[src/rtl/mem_stage_pkg.sv]
// Shared definitions for the MEM stage: bus widths, field offsets, mem_op codes,
// FSM encoding and access-decode helpers.
package mem_stage_pkg;

  localparam int REG_W      = 32;
  localparam int REG_ADDR_W = 5;
  localparam int EXE2MEM_W  = 106;
  localparam int MEM2WB_W   = 102;

  // EXE->MEM bus: {mem_op, store_data, alu_result, wdest, we, pc}
  localparam int E2M_PC_LSB    = 0;
  localparam int E2M_WE_BIT    = 32;
  localparam int E2M_WDEST_LSB = 33;
  localparam int E2M_ALU_LSB   = 38;
  localparam int E2M_SD_LSB    = 70;
  localparam int E2M_OP_LSB    = 102;

  // MEM->WB bus: {wdest, we, mem_result, dm_addr, pc}
  localparam int M2W_PC_LSB    = 0;
  localparam int M2W_ADDR_LSB  = 32;
  localparam int M2W_RES_LSB   = 64;
  localparam int M2W_WE_BIT    = 96;
  localparam int M2W_WDEST_LSB = 97;

  typedef enum logic [3:0] {
    MOP_NONE = 4'd0,
    MOP_LB   = 4'd1,
    MOP_LBU  = 4'd2,
    MOP_LH   = 4'd3,
    MOP_LHU  = 4'd4,
    MOP_LW   = 4'd5,
    MOP_SB   = 4'd6,
    MOP_SH   = 4'd7,
    MOP_SW   = 4'd8
  } mem_op_e;

  typedef enum logic [1:0] {
    ST_IDLE = 2'd0,
    ST_REQ  = 2'd1,
    ST_DONE = 2'd2
  } mem_state_e;

  // Codes 9..15 decode as NONE.
  function automatic logic op_is_mem(input logic [3:0] op);
    case (op)
      MOP_NONE:                                  op_is_mem = 1'b0;
      MOP_LB, MOP_LBU, MOP_LH, MOP_LHU, MOP_LW,
      MOP_SB, MOP_SH, MOP_SW:                    op_is_mem = 1'b1;
      default:                                   op_is_mem = 1'b0;
    endcase
  endfunction

  function automatic logic op_is_load(input logic [3:0] op);
    case (op)
      MOP_LB, MOP_LBU, MOP_LH, MOP_LHU, MOP_LW: op_is_load = 1'b1;
      default:                                  op_is_load = 1'b0;
    endcase
  endfunction

  function automatic logic op_misaligned(input logic [3:0] op, input logic [1:0] lo);
    case (op)
      MOP_LH, MOP_LHU, MOP_SH: op_misaligned = lo[0];
      MOP_LW, MOP_SW:          op_misaligned = |lo;
      default:                 op_misaligned = 1'b0;
    endcase
  endfunction

endpackage

[src/rtl/mem_stage_load_ext.sv]
// Load data alignment: picks the byte/half lane addressed by lane and
// sign- or zero-extends it according to the load type.
module load_ext
  import mem_stage_pkg::*;
(
  input  logic [3:0]       mem_op,
  input  logic [1:0]       lane,
  input  logic [REG_W-1:0] rdata,
  output logic [REG_W-1:0] data
);

  logic [7:0]  byte_s;
  logic [15:0] half_s;

  // Lane selection
  always_comb begin
    byte_s = 8'h00;
    case (lane)
      2'd0:    byte_s = rdata[7:0];
      2'd1:    byte_s = rdata[15:8];
      2'd2:    byte_s = rdata[23:16];
      2'd3:    byte_s = rdata[31:24];
      default: byte_s = rdata[7:0];
    endcase
    if (lane[1]) begin
      half_s = rdata[31:16];
    end else begin
      half_s = rdata[15:0];
    end
  end

  // Extension by load type
  always_comb begin
    data = rdata;
    case (mem_op)
      MOP_LB:  data = {{24{byte_s[7]}}, byte_s};
      MOP_LBU: data = {24'h000000, byte_s};
      MOP_LH:  data = {{16{half_s[15]}}, half_s};
      MOP_LHU: data = {16'h0000, half_s};
      MOP_LW:  data = rdata;
      default: data = rdata;
    endcase
  end

endmodule

[src/rtl/mem_stage.sv]
// Pipeline MEM stage: issues loads/stores over a req/ack data-memory handshake,
// extends load data and drives the registered MEM->WB bus.
module mem_stage
  import mem_stage_pkg::*;
(
  input  logic                  clk,
  input  logic                  rst_n,
  input  logic [EXE2MEM_W-1:0]  exe2mem_bus_ri,
  input  logic                  ctl_mem_valid_i,
  output logic                  ctl_mem_allowin_o,
  output logic                  ctl_mem_over_o,
  output logic [REG_ADDR_W-1:0] ctl_mem_dest_o,
  output logic                  ctl_mem_ale_o,
  input  logic                  wb_allowin_i,
  output logic [MEM2WB_W-1:0]   mem2wb_bus_ro,
  output logic                  ctl_wb_valid_o,
  output logic                  dm_req_o,
  output logic [3:0]            dm_we_o,
  output logic [REG_W-1:0]      dm_addr_o,
  output logic [REG_W-1:0]      dm_wdata_o,
  input  logic                  dm_ack_i,
  input  logic [REG_W-1:0]      dm_rdata_i
);

  logic [3:0]            mem_op_s;
  logic [REG_W-1:0]      sd_s;
  logic [REG_W-1:0]      alu_s;
  logic [REG_ADDR_W-1:0] wdest_s;
  logic                  we_s;
  logic [REG_W-1:0]      pc_s;

  assign mem_op_s = exe2mem_bus_ri[E2M_OP_LSB +: 4];
  assign sd_s     = exe2mem_bus_ri[E2M_SD_LSB +: REG_W];
  assign alu_s    = exe2mem_bus_ri[E2M_ALU_LSB +: REG_W];
  assign wdest_s  = exe2mem_bus_ri[E2M_WDEST_LSB +: REG_ADDR_W];
  assign we_s     = exe2mem_bus_ri[E2M_WE_BIT];
  assign pc_s     = exe2mem_bus_ri[E2M_PC_LSB +: REG_W];

  mem_state_e       state_r;
  logic [REG_W-1:0] result_r;
  logic             wb_valid_r;
  logic [MEM2WB_W-1:0] wb_bus_r;

  logic             is_mem_s;
  logic             is_load_s;
  logic             mis_s;
  logic             req_s;
  logic             over_s;
  logic [3:0]       strb_s;
  logic [REG_W-1:0] wdata_s;
  logic [REG_W-1:0] load_data_s;
  logic [REG_W-1:0] mem_result_s;

  // Access decode
  always_comb begin
    is_mem_s  = op_is_mem(mem_op_s);
    is_load_s = op_is_load(mem_op_s);
    mis_s     = op_misaligned(mem_op_s, alu_s[1:0]);
  end

  // Store byte strobes and lane-replicated write data
  always_comb begin
    strb_s  = 4'h0;
    wdata_s = sd_s;
    case (mem_op_s)
      MOP_SB: begin
        strb_s  = 4'b0001 << alu_s[1:0];
        wdata_s = {4{sd_s[7:0]}};
      end
      MOP_SH: begin
        strb_s  = 4'b0011 << alu_s[1:0];
        wdata_s = {2{sd_s[15:0]}};
      end
      MOP_SW: begin
        strb_s  = 4'hF;
        wdata_s = sd_s;
      end
      default: begin
        strb_s  = 4'h0;
        wdata_s = sd_s;
      end
    endcase
  end

  // Request generation; REQ keeps asserting until the ack arrives
  always_comb begin
    req_s = 1'b0;
    case (state_r)
      ST_IDLE: req_s = ctl_mem_valid_i & is_mem_s & ~mis_s;
      ST_REQ:  req_s = 1'b1;
      ST_DONE: req_s = 1'b0;
      default: req_s = 1'b0;
    endcase
  end

  // Stage completion and result selection
  always_comb begin
    over_s = ctl_mem_valid_i & (~is_mem_s | mis_s | (state_r == ST_DONE));
    if (is_load_s & ~mis_s) begin
      mem_result_s = result_r;
    end else begin
      mem_result_s = alu_s;
    end
  end

  load_ext u_load_ext (
    .mem_op (mem_op_s),
    .lane   (alu_s[1:0]),
    .rdata  (dm_rdata_i),
    .data   (load_data_s)
  );

  // Access FSM; the result register captures load data on the ack
  always_ff @(posedge clk) begin
    if (!rst_n) begin
      state_r  <= ST_IDLE;
      result_r <= 32'h0000_0000;
    end else begin
      case (state_r)
        ST_IDLE: begin
          if (req_s && dm_ack_i) begin
            state_r  <= ST_DONE;
            result_r <= load_data_s;
          end else if (req_s) begin
            state_r <= ST_REQ;
          end else begin
            state_r <= ST_IDLE;
          end
        end
        ST_REQ: begin
          if (dm_ack_i) begin
            state_r  <= ST_DONE;
            result_r <= load_data_s;
          end else begin
            state_r <= ST_REQ;
          end
        end
        ST_DONE: begin
          if (over_s && wb_allowin_i) begin
            state_r <= ST_IDLE;
          end else begin
            state_r <= ST_DONE;
          end
        end
        default: state_r <= ST_IDLE;
      endcase
    end
  end

  // MEM->WB pipeline register
  always_ff @(posedge clk) begin
    if (!rst_n) begin
      wb_valid_r <= 1'b0;
      wb_bus_r   <= '0;
    end else if (over_s && wb_allowin_i) begin
      wb_valid_r <= 1'b1;
      wb_bus_r   <= {wdest_s, we_s & ~mis_s, mem_result_s, alu_s, pc_s};
    end else if (wb_allowin_i) begin
      wb_valid_r <= 1'b0;
    end else begin
      wb_valid_r <= wb_valid_r;
    end
  end

  assign dm_req_o          = req_s;
  assign dm_we_o           = req_s ? strb_s : 4'h0;
  assign dm_addr_o         = {alu_s[31:2], 2'b00};
  assign dm_wdata_o        = wdata_s;
  assign ctl_mem_over_o    = over_s;
  assign ctl_mem_allowin_o = ~ctl_mem_valid_i | (over_s & wb_allowin_i);
  assign ctl_mem_dest_o    = wdest_s & {REG_ADDR_W{ctl_mem_valid_i}};
  assign ctl_mem_ale_o     = ctl_mem_valid_i & is_mem_s & mis_s;
  assign ctl_wb_valid_o    = wb_valid_r;
  assign mem2wb_bus_ro     = wb_bus_r;

endmodule

[config.mk]
export PLATFORM = sky130hd
export DESIGN_NAME = mem_stage
export DESIGN_NICKNAME = d
export VERILOG_FILES = /design/src/rtl/mem_stage_pkg.sv /design/src/rtl/mem_stage_load_ext.sv /design/src/rtl/mem_stage.sv
export SDC_FILE = /design/constraint.sdc
export NUM_CORES = 1
export LEC_CHECK = 0
export CAP_MARGIN = 20
export CORE_ASPECT_RATIO = 1.25
export CORE_UTILIZATION = 30
export CTS_CLUSTER_SIZE = 16
export DETAILED_ROUTE_END_ITERATION = 10
export SYNTH_ARGS = -nofsm -noshare
export SYNTH_HDL_FRONTEND = slang
export SYNTH_SLANG_ARGS = --single-unit
[constraint.sdc]
create_clock -name clk -period 4.2 [get_ports clk]
set_input_delay 0.63 -clock clk [delete_from_list [all_inputs] [get_ports clk]]
set_output_delay 0.63 -clock clk [all_outputs]
set_load 0.02 [all_outputs]
# ---- Word-level counts from Yosys, hierarchy flattened
# Memories as Yosys holds them, arrays and structs flattened.
# Cells that the tools add are included.
dict set report word_totals {
  ff_bits 137
  romBits 16
  in_bits 143
  output_inout_bits 180
  word_cells 67
  mem_count 1
}
# memory words width read_ports rd_clocked_by_memory_dff write_ports line_no
set mem_list {}
lappend mem_list {{(no name shown)} 16 1 1 0 0 mem_stage_pkg.sv:45} ;# case (op)
dict set report classes {
  n_eq_ne 15
  n_shift 2
  muxes 20
  bitwise 14
  reduce_logical 11
}
# cell count
set op_table {}
lappend op_table {{case mux 32 bit (2 select lines)} 2}
lappend op_table {{case mux 32 bit (4 select lines)} 1}
lappend op_table {{2-to-1 mux 32 bit} 3}
lappend op_table {{case mux 8 bit (4 select lines)} 1}
lappend op_table {{== test 4 x 3 -> 1 bit, second input constant} 4}
lappend op_table {{2-to-1 mux 16 bit} 1}
lappend op_table {{case mux 4 bit (3 select lines)} 1}
lappend op_table {{== test 4 x 2 -> 1 bit, second input constant} 2}
lappend op_table {{bitwise AND 1 bit} 7}
lappend op_table {{== test 2 bit, second input constant} 3}
lappend op_table {{2-to-1 mux 2 bit} 3}
lappend op_table {{case mux 2 bit (3 select lines)} 1}
lappend op_table {{bitwise AND 5 bit} 1}
lappend op_table {{OR reduction 5 bit} 1}
lappend op_table {{== test 2 x 1 -> 1 bit, second input constant} 2}
lappend op_table {{== test 4 x 1 -> 1 bit, second input constant} 1}
lappend op_table {{== test 4 bit, second input constant} 1}
lappend op_table {{logical NOT 2 bit} 2}
lappend op_table {{2-to-1 mux 1 bit} 4}
lappend op_table {{2-to-1 mux 4 bit} 1}
lappend op_table {{inequality test 2 bit, second input constant} 2}
lappend op_table {{case mux 1 bit (2 select lines)} 2}
lappend op_table {{nonzero test 2 bit} 2}
lappend op_table {{OR reduction 2 bit} 2}
lappend op_table {{other kinds (7)} 12}

# ---- Depth between registers and ports, before layout
dict set report depth {
  depth_word 9
  depth_mapped 9
  ltp_nobuf 5
}

# ---- Hierarchy
# Synthesis repeated with hierarchy kept, for this count alone.
dict set report unflattened {
  hier_cells 838
  hier_area_um2 7210.7
}
# mod instances cells_each area_each_um2 seq_area_each_um2
set by_module_without_submodules {}
lappend by_module_without_submodules {mem_stage 1 737 6383.6 2742.6}
lappend by_module_without_submodules {load_ext 1 101 827.0 0.0}

# ---- Least setup slack after synthesis
# OpenSTA, ideal clock, no wires.
dict set report synth_path {
  path_kind {input -> output}
  start {input port exe2mem_bus_ri[104]}
  end {output port dm_wdata_o[14]}
  arrival_time_ps 2235
  required_time_ps 3570
  slack_ps 1335
  path_stages 6
  path_buffers 3
  path_cell_list {buf_2 -> clkbuf_1 -> nand3b_1 -> nor2_1 -> clkbuf_1 -> mux2_2}
}
dict set report synth_between {
  elab_chain_len 2
  word_cells_on_any_way 3
  cone_classes {eq/ne: 2; mux: 1}
}
# item line_no
set synth_rtl {}
lappend synth_rtl {{start: declaration} mem_stage.sv:8} ;# input logic [EXE2MEM_W-1:0] exe2mem_bus_ri,
lappend synth_rtl {{== test 4 x 3 -> 1 bit} mem_stage.sv:65} ;# case (mem_op_s)
lappend synth_rtl {{case mux 32 bit (2 select lines) *} mem_stage.sv:65}
lappend synth_rtl {{end: declaration} mem_stage.sv:20} ;# output logic [REG_W-1:0] dm_wdata_o,
# Mark *: on every way between the ends. The rest lies on a longest branch, timed or not.

# ---- Worst setup path after layout
dict set report layout_path {
  start {input port exe2mem_bus_ri[102]}
  end {output port dm_we_o[1]}
}
dict set report layout_between {
  elab_chain_len 7
  word_cells_on_any_way 16
  cone_classes {eq/ne: 6; mux: 4; bitwise: 3; reduce/logical: 2; memory: 1}
}
# item line_no
set layout_rtl {}
lappend layout_rtl {{branches (longest 6 deep; another with memory read (16 x 1 bit))} n/a}
lappend layout_rtl {{2-to-1 mux 4 bit *} mem_stage.sv:166} ;# assign dm_we_o = req_s ? strb_s : 4'h0;
lappend layout_rtl {{end: declaration} mem_stage.sv:18} ;# output logic [3:0] dm_we_o,
# Every way passes the cells marked *.

==> reports/metrics.cfg <==
[clock_network]
numCtsBuffers=17
clk_latency_ns=0.42
clk_path_buf_depth=2
path_clk_slew_ns=0.06
cts_sinks=137
htree_levels=4
root_buffer=clkbuf_16
hold_buffers=0
ctsResizeCount=0
cts_tree=built
cts_setup_buffers=0

[sta]
min_period_over_period_pct=88.4
fin_tns_setup_ns=0
timing.final.max_slew_violations=0
rsz0062_at_grt=false
relSlewSlack_pct=45.4
finClkSkew_ns=0.0132
fin_crit_ns=3.71
hold_viol=0
max_freq_mhz=269
worstMarginPinSlew_ns=0.818
setup_viol=0

[setup_path]
timing.rr.end=state_r[1]
worstPathRequired_ns=3.57
arrival_ns=3.08
reg2reg_from=state_r[0]
critPathLaunchType=primary input
worstRegToRegCells=6
critPathKind=in2out
cp-startpoint=exe2mem_bus_ri[102]
cpPeakStageDelay_ns=0.67
end_kind=output pin
slowest_stage=clkdlybuf4s50_1
rrSetupSlack_ns=2.17
cp_common_cell=clkdlybuf4s50_1
crit_path_end=dm_we_o[1]
path_cells=clkdlybuf4s50_1 > nor3_1 > a311oi_2 > a31oi_1 > or2_2 > a21oi_1 > clkdlybuf4s50_1
cp_max_fo=11

[global_route]
grt_pass1_vias=6275
grt_pass1_wl_mm=35.8
antenna_found_initial=3
grt_overflow=0
grt_start_max_net_pins=77
track_usage_pct=20.0

[final_layout]
n_fill_cell=2183
nNetsFinal=1195
drive_gt1_share_pct=10.0
multiInputGateArea_um2=3440
syn2layout_area_growth_pct=55.1
seqCellArea_um2=2740

[routing]
num_vias=6677
wl_per_cell_um=17.4
drt_iter0_drc=402
viasPerCell=4.94
drc=0
antenna_left=0
drt_pre_antenna_iters=5
wirelength_mm=23.6

[die]
die_w_um=137
dieArea_um2=23500
core_um2=22400
rows=61
io_pins=323
initial_core_util_pct=30.7
die_y_um=171

[yosys]
async_flop_share_pct=0
yosysUniqueCellTypes=52
synth_seq_cells=137
yosysTopAreaCell=dfxtp_1
synth-main-ff-cell=dfxtp_1
yosysWarnings=0
avgSynthCellArea_um2=8.55
synth_edf_count=0
ys_seq_area_share_pct=40.0
netlist_instances=802
syn_area_um2=6860
synth_area_leaders=dfxtp_1 40%, nand2_1 8.2%, a21oi_1 6.7%
synth_top_area_share_pct=40.0

[run]
maxCapViolCount=0

[pwr]
total_power_w=0.00378
power_density_nw_per_um2=355
swShare_pct=28.1
p_comb_share_pct=22.7
seq_power_share_pct=37.6
p_leak_nw=4.04
vdd_drop_max_uv=252
p_sw_w=0.00106
power.internal_w=0.00272
p_clk_share_pct=39.7

[placed_design]
io_buffer_count=320
hpwlAfterDp_mm=17.3
gp_congestion=0.810

[outcome]
status=finished, final reports clean

[min_path]
hold_path.class=reg2reg
holdPathStages=2
hp-start=mem2wb_bus_ro[96]

critical path, delay by kind of cell:
| family | cells | cell delay (ns) |
|---|---|---|
| AO/OA/AOI/OAI | 3 | 0.61 |
| buffers and inverters | 2 | 1.30 |
| AND/OR/NAND/NOR | 2 | 0.54 |
state kept, by name (all words and copies together) (netlist names):
name / count
ctl_wb_valid_o: 1
result_r: 32
mem2wb_bus_ro: 102
state_r: 2
synth_stat cells (3+ instances only):
cell	instances
nand2_1	149
dfxtp_1	137
a21oi_1	92
clkbuf_1	45
a211oi_1	41
buf_4	41
nor2_1	36
mux2i_1	33
buf_2	20
inv_1	20
nor3_1	18
a211oi_2	16
mux2_2	16
o211a_1	16
o21ai_0	12
nand3_1	10
o211ai_1	10
a222oi_1	9
a32oi_1	8
mux4_2	8
a311oi_1	7
and2_1	7
a21o_1	4
buf_6	4
and3_1	3
buf_1	3
nand2b_1	3
nand3b_1	3
or3b_2	3
cell families (layout without fill, tap and decap cells):
family,count (synthesis),count (layout),synth area share [%]
AO/OA/AOI/OAI,228,228,23.8
XOR/XNOR,1,1,0.128
buffers and inverters,134,396,10.4
flip-flops,137,137,40.0
multiplexers,57,57,10.1
other,1,5,0.0547
AND/OR/NAND/NOR,244,244,15.5
per-stage QoR:
step,instances,setup WS (ns),utilization (%),cell area [µm²],hold WS [ns]
after detailed placement,1316,0.496,44.9,10000,0.443
after floorplan,803,1.33,-,6860,0.449
after global routing,1348,0.303,47.5,10600,0.472
final,1351,0.487,47.6,10600,0.451
after CTS,1348,0.489,47.5,10600,0.451
after global placement,1316,0.515,44.9,10000,0.441
routing by layer:
metal	vias up	wire length (µm)	global-route usage [%]	part of all wire (%)
met2	227	12400	35.7	53
li1	3334	-	-	-
met1	3088	9290	23.0	39
met5	-	0	0	0
met4	0	433	6.93	1.8
met3	28	1430	4.92	6.1
final cells by class:
type                       instances  share of cell area (%)
sequential                       137                    25.8
clock inverter                     8                   0.800
timing repair buffer             344                    32.2
inverter                          20                   0.729
multi-input combinational        532                    32.3
clock buffer                      24                    4.81
tap                              283                    3.33
antenna                            3                  0.0706
cell usage in the layout (no fill, tap or decap), drive strengths merged, types with 10 or more instances in the layout:
| cell type | synthesis | layout |
|---|---|---|
| nor3 | 18 | 18 |
| a211oi | 57 | 57 |
| o21ai | 13 | 13 |
| o211a | 16 | 16 |
| dfxtp | 137 | 137 |
| inv | 20 | 21 |
| a21oi | 92 | 92 |
| nand2 | 149 | 149 |
| o211ai | 10 | 10 |
| buf | 68 | 24 |
| mux2 | 16 | 16 |
| clkbuf | 46 | 24 |
| nor2 | 36 | 36 |
| mux2i | 33 | 33 |
| clkdlybuf4s50 | 0 | 320 |
| nand3 | 10 | 10 |
worst min path at each step:
stage	slack, ns	endpoint
4_1_cts	0.45	mem2wb_bus_ro[96]
2_1_floorplan	0.45	state_r[1]
3_3_place_gp	0.44	mem2wb_bus_ro[99]
5_1_grt	0.47	mem2wb_bus_ro[37]
3_5_place_dp	0.44	mem2wb_bus_ro[96]
6_report	0.45	mem2wb_bus_ro[96]
power by group through the flow:
stage	Combinational [W]	Clock (W)	Sequential (W)
after global routing	0.000921	0.00159	0.00143
after CTS	0.000867	0.00154	0.00142
after global placement	0.000860	0	0.00145
after floorplan	0.000400	0	0.00150
after detailed placement	0.000863	0	0.00145
final	0.000859	0.00150	0.00142
(Power assumes the default switching activity.)
